**src/rtl/ex_div.sv**
```systemverilog
// Multi-cycle radix-2 restoring divider for the EX stage (DIV/DIVU).
// One quotient bit per cycle; signed operands are divided as magnitudes and sign-corrected at completion.
module ex_div #(
  parameter int DATA_W = 32,
  parameter int ITER   = 32
) (
  input  logic              clk,
  input  logic              rst,
  input  logic              start,
  input  logic              signed_div,
  input  logic              cancel,
  input  logic [DATA_W-1:0] dividend,
  input  logic [DATA_W-1:0] divisor,
  output logic              busy,
  output logic              done,
  output logic [DATA_W-1:0] quotient,
  output logic [DATA_W-1:0] remainder,
  output logic              div_by_zero
);

  localparam int CNT_W = $clog2(ITER);

  typedef enum logic [1:0] {
    IDLE = 2'd0,
    ZERO = 2'd1,
    CALC = 2'd2,
    DONE = 2'd3
  } state_t;

  state_t                state_r, state_s;
  logic [CNT_W-1:0]      cnt_r;
  logic [2*DATA_W-1:0]   work_r, work_s;
  logic [DATA_W-1:0]     divisor_r;
  logic                  neg_q_r, neg_rem_r;
  logic                  accept_s, zero_div_s;
  logic [DATA_W-1:0]     mag_a_s, mag_b_s, q_fin_s, r_fin_s;
  logic [DATA_W:0]       trial_s;

  // Operand magnitudes, one restoring step and the sign-corrected final result
  always_comb begin
    zero_div_s = (divisor == {DATA_W{1'b0}});
    mag_a_s    = (signed_div && dividend[DATA_W-1]) ? ((~dividend) + DATA_W'(1)) : dividend;
    mag_b_s    = (signed_div && divisor[DATA_W-1])  ? ((~divisor) + DATA_W'(1))  : divisor;
    trial_s    = work_r[2*DATA_W-1:DATA_W-1] - {1'b0, divisor_r};
    if (!trial_s[DATA_W]) begin
      work_s = {trial_s[DATA_W-1:0], work_r[DATA_W-2:0], 1'b1};
    end else begin
      work_s = {work_r[2*DATA_W-2:0], 1'b0};
    end
    q_fin_s = neg_q_r   ? ((~work_s[DATA_W-1:0]) + DATA_W'(1)) : work_s[DATA_W-1:0];
    r_fin_s = neg_rem_r ? ((~work_s[2*DATA_W-1:DATA_W]) + DATA_W'(1)) : work_s[2*DATA_W-1:DATA_W];
  end

  // Next-state logic; cancel overrides everything but reset
  always_comb begin
    state_s  = state_r;
    accept_s = 1'b0;
    case (state_r)
      IDLE, DONE: begin
        if (cancel) begin
          state_s = IDLE;
        end else if (start) begin
          accept_s = 1'b1;
          state_s  = zero_div_s ? ZERO : CALC;
        end else begin
          state_s = IDLE;
        end
      end
      ZERO:    state_s = cancel ? IDLE : DONE;
      CALC: begin
        if (cancel) begin
          state_s = IDLE;
        end else if (cnt_r == CNT_W'(ITER - 1)) begin
          state_s = DONE;
        end else begin
          state_s = CALC;
        end
      end
      default: state_s = IDLE;
    endcase
  end

  // State, status flags and working registers
  always_ff @(posedge clk) begin
    if (rst) begin
      state_r   <= IDLE;
      busy      <= 1'b0;
      done      <= 1'b0;
      cnt_r     <= {CNT_W{1'b0}};
      work_r    <= {(2*DATA_W){1'b0}};
      divisor_r <= {DATA_W{1'b0}};
      neg_q_r   <= 1'b0;
      neg_rem_r <= 1'b0;
    end else begin
      state_r <= state_s;
      busy    <= (state_s == ZERO) || (state_s == CALC);
      done    <= (state_s == DONE);
      if (accept_s) begin
        cnt_r     <= {CNT_W{1'b0}};
        // A zero divisor keeps the raw dividend, which becomes the remainder as-is
        work_r    <= {{DATA_W{1'b0}}, (zero_div_s ? dividend : mag_a_s)};
        divisor_r <= mag_b_s;
        neg_q_r   <= signed_div && (dividend[DATA_W-1] ^ divisor[DATA_W-1]);
        neg_rem_r <= signed_div && dividend[DATA_W-1];
      end else if (state_r == CALC) begin
        work_r <= work_s;
        cnt_r  <= cnt_r + CNT_W'(1);
      end
    end
  end

  // Result registers change only on entry to DONE
  always_ff @(posedge clk) begin
    if (rst) begin
      quotient    <= {DATA_W{1'b0}};
      remainder   <= {DATA_W{1'b0}};
      div_by_zero <= 1'b0;
    end else if (state_r == CALC && state_s == DONE) begin
      quotient    <= q_fin_s;
      remainder   <= r_fin_s;
      div_by_zero <= 1'b0;
    end else if (state_r == ZERO && state_s == DONE) begin
      quotient    <= {DATA_W{1'b1}};
      remainder   <= work_r[DATA_W-1:0];
      div_by_zero <= 1'b1;
    end
  end

endmodule
```
**config.mk**
```make
export PLATFORM = sky130hd
export DESIGN_NAME = ex_div
export DESIGN_NICKNAME = d
export VERILOG_FILES = /design/src/rtl/ex_div.sv
export SDC_FILE = /design/constraint.sdc
export NUM_CORES = 1
export LEC_CHECK = 0
export ABC_CLOCK_PERIOD_IN_PS = 11800
export CORE_MARGIN = 3
export CORE_UTILIZATION = 40
export DETAILED_ROUTE_END_ITERATION = 12
export GPL_ROUTABILITY_DRIVEN = 0
export GPL_TIMING_DRIVEN = 0
export SETUP_SLACK_MARGIN = 0.02
export SLEW_MARGIN = 20
export SYNTH_ARGS = -nofsm -noshare
export SYNTH_HDL_FRONTEND = slang
export SYNTH_SLANG_ARGS = --single-unit
```
**constraint.sdc**
```tcl
create_clock -name clk -period 11.8 [get_ports clk]
set_input_delay 2.95 -clock clk [delete_from_list [all_inputs] [get_ports clk]]
set_output_delay 2.95 -clock clk [all_outputs]
set_load 0.01 [all_outputs]
```
==> results_dict.tcl <==
set metrics [dict create \
    grt_first_pass_wirelength_um 65500 \
    tightest_slew_ns 1.13 \
    dp_hpwl_um 34100 \
    setup_slack_ns 4.13 \
    postCtsHoldBufs 0 \
    detail-route-antenna-nets 0 \
    clkPwrFrac_pct 31.7 \
    ctsRootBufferMaster "clkbuf_16" \
    rows 62 \
    grt-ovfl-total 0 \
    path_clk_slew_ns 0.09 \
    netlist_area_mm2 0.0120 \
    post-route-drc-count 0 \
    core_mm2 0.0292 \
    port_buffers 134 \
    p_int_mw 1.13 \
    clk_latency_ns 0.45 \
    h-tree-depth 4 \
    rsz0062_at_grt "no" \
    cts.path.max_buffers 2 \
    power_frac_comb_pct 34.6 \
    setup-violations-final 0 \
    synth_seq_cells 172 \
    leakage_nw 5.28 \
    wl_per_cell_um 20.7 \
    drive_gt1_share_pct 5.02 \
    multi_input_area_mm2 0.00796 \
    die_y_um 179 \
    ys_types 91 \
    yosysTopAreaCell "dfxtp_1" \
    arrival_ns 8.01 \
    layout_common_cells "nor2_1 (184), dfxtp_1 (172), clkdlybuf4s50_1 (134)" \
    synth_area_leaders "dfxtp_1 (29%), mux2i_1 (6.0%), nor2_1 (5.8%)" \
    cp_max_fo 10 \
    cts_resized 0 \
    final-seq-area_mm2 0.00344 \
    r2r_cells 23 \
    grt_use_total_pct 26.4 \
    synth_edf_count 0 \
    cts_tree "done" \
    synth_cells 1528 \
    dieArea_mm2 0.0321 \
    power_density_mw_per_mm2 130 \
    drt_wl_total_um 43100 \
    crit_required_ns 12.14 \
    die_w_um 179 \
    max_freq_ghz 0.130 \
    final_common_cell "nor2_1" \
    grt_max_degree 21 \
    final_nets 1792 \
    avgSynthCellArea_um2 7.86 \
    fin_setup_tns_ns 0 \
    netlist.area_leader.share_pct 28.7 \
    ys_seq_area_share_pct 28.7 \
    maxCapViolCount 0 \
    critPathCaptureType "flop" \
    ys.flop_type "dfxtp_1" \
    start_kind "primary input" \
    fin_skew_ns 0.0176 \
    areaGrowthSynthToFinish_pct 20.3 \
    cts_buffers 17 \
    num_vias 12310 \
    antenna_found_initial 0 \
    slew_headroom_pct 24.2 \
    power_switching_mw 0.745 \
    cts_sinks 172 \
    vias_per_cell 5.92 \
    initial_core_util_pct 41.2 \
    drt-initial-drc-count 1268 \
    hold_viol 0 \
    netSwitchingFraction_pct 39.7 \
    final.min_clock_period_ns 7.67 \
    n_antenna_cell 0 \
    slew_viol_final 0 \
    post-place-ws_ns 3.82 \
    async_flop_share_pct 0 \
    hold_depth 2 \
    ioPinCount 136 \
    dr.pass1.iters 6 \
    nFillCells 2957 \
    path_class "in -> reg" \
    first_global_vias 11302 \
    hold_path_class "reg -> reg" \
    seq_power_share_pct 33.7 \
    postCtsSetupBuffers 0 \
    ys.warnings.count 0 \
    irDropWorstVdd_uv 116 \
    status "finished, final reports clean" \
    timing.final.crit_share_pct 65.0 \
    syn_nets 1639 \
]
[synth_stat cells, types with 5 or more instances]
cell type / instances
and2_1: 10
o21a_1: 6
o211ai_1: 6
o21ai_0: 62
a211o_1: 6
nand3_1: 43
buf_2: 6
nand3b_1: 5
nand2_1: 107
o31ai_1: 21
nand4_1: 9
a311oi_1: 24
a31oi_1: 19
o22ai_1: 56
buf_1: 10
nor3b_1: 5
nor3_1: 45
a21boi_0: 5
a21oi_1: 77
nor4_1: 14
mux2i_1: 72
clkbuf_1: 77
a21o_1: 16
nor2b_1: 9
a211oi_1: 75
ha_1: 41
or3_1: 26
nor2_1: 184
and3_1: 13
or4_1: 6
xor2_1: 60
nand2b_1: 17
o41ai_1: 7
mux2_2: 5
a21oi_2: 5
inv_1: 57
xnor2_1: 65
a221oi_1: 5
dfxtp_1: 172
[power by group through the flow]
stage                     Clock, mW  Sequential, mW  Combinational, mW
after floorplan                   0           0.629              0.450
after global placement            0           0.643              0.628
after detailed placement          0           0.644              0.631
after CTS                     0.594           0.630              0.635
after global routing          0.622           0.634              0.703
final                         0.595           0.632              0.649
[critical path, cell delays in order]
cell             delay (ns)
clkdlybuf4s50_1        0.46
inv_1                  0.08
ha_1                   0.16
nor3b_1                0.60
nand3_1                0.25
nor4_1                 0.72
and2_1                 0.34
nand2_1                0.17
nand2_1                0.11
o31ai_1                0.09
ha_1                   0.32
nand2_1                0.30
buf_1                  0.54
clkbuf_1               0.48
nand2_1                0.12
a311oi_1               0.32
[registers in the layout, summed over array words and instances, names as in the netlist]
| register | cells |
|---|---|
| work_r | 64 |
| divisor_r | 32 |
| quotient | 32 |
| remainder | 32 |
| cnt_r | 5 |
| state_r | 2 |
| busy | 1 |
| div_by_zero | 1 |
| done | 1 |
| neg_q_r | 1 |
| neg_rem_r | 1 |
[stage by stage]
step	area (µm²)	util, %	instances	hold WS [ns]	total power [mW]
floorplan	12000	-	1528	0.432	1.08
global placement	13800	47.4	2046	0.442	1.27
detailed placement	13800	47.4	2046	0.447	1.27
CTS	14400	49.5	2078	0.457	1.86
global route	14400	49.5	2078	0.515	1.96
finish	14400	49.5	2078	0.456	1.87
[routing by layer]
metal  part of all wire, %  vias to the layer above  GRT usage [%]
li1                      -                     5931              -
met1                    46                     5816           38.9
met2                    44                      514           40.5
met3                   8.4                       49           4.21
met4                   1.6                        0           5.61
met5                     0                        -              0
[area by class of cell]
type                    count  area share, %
multi-input cells        1202           55.1
clock buffers              17           2.95
repair buffers            134           9.29
plain buffers              95           2.63
well taps                 384           3.33
clock inverters            15           1.31
flip-flops and latches    172           23.8
inverters                  59           1.53
[kinds of logic after synthesis]
kind of cell | count (synthesis) | share of synthesized area, %
flops | 172 | 28.7
compound gates | 437 | 25.3
mux | 77 | 6.47
simple gates | 521 | 21.0
fa+ha+maj | 42 | 4.44
buf+inv | 154 | 5.00
xor+xnor | 125 | 9.12
[worst paths after layout]
kind,from,end,slack [ns]
worst min register to register,divisor_r[25],divisor_r[25],0.46
worst max-delay path,divisor[0],remainder[19],4.13
worst min-delay path,divisor_r[25],divisor_r[25],0.46
worst max register to register,work_r[31],remainder[28],4.29
Power figures use the tool's default switching activity.
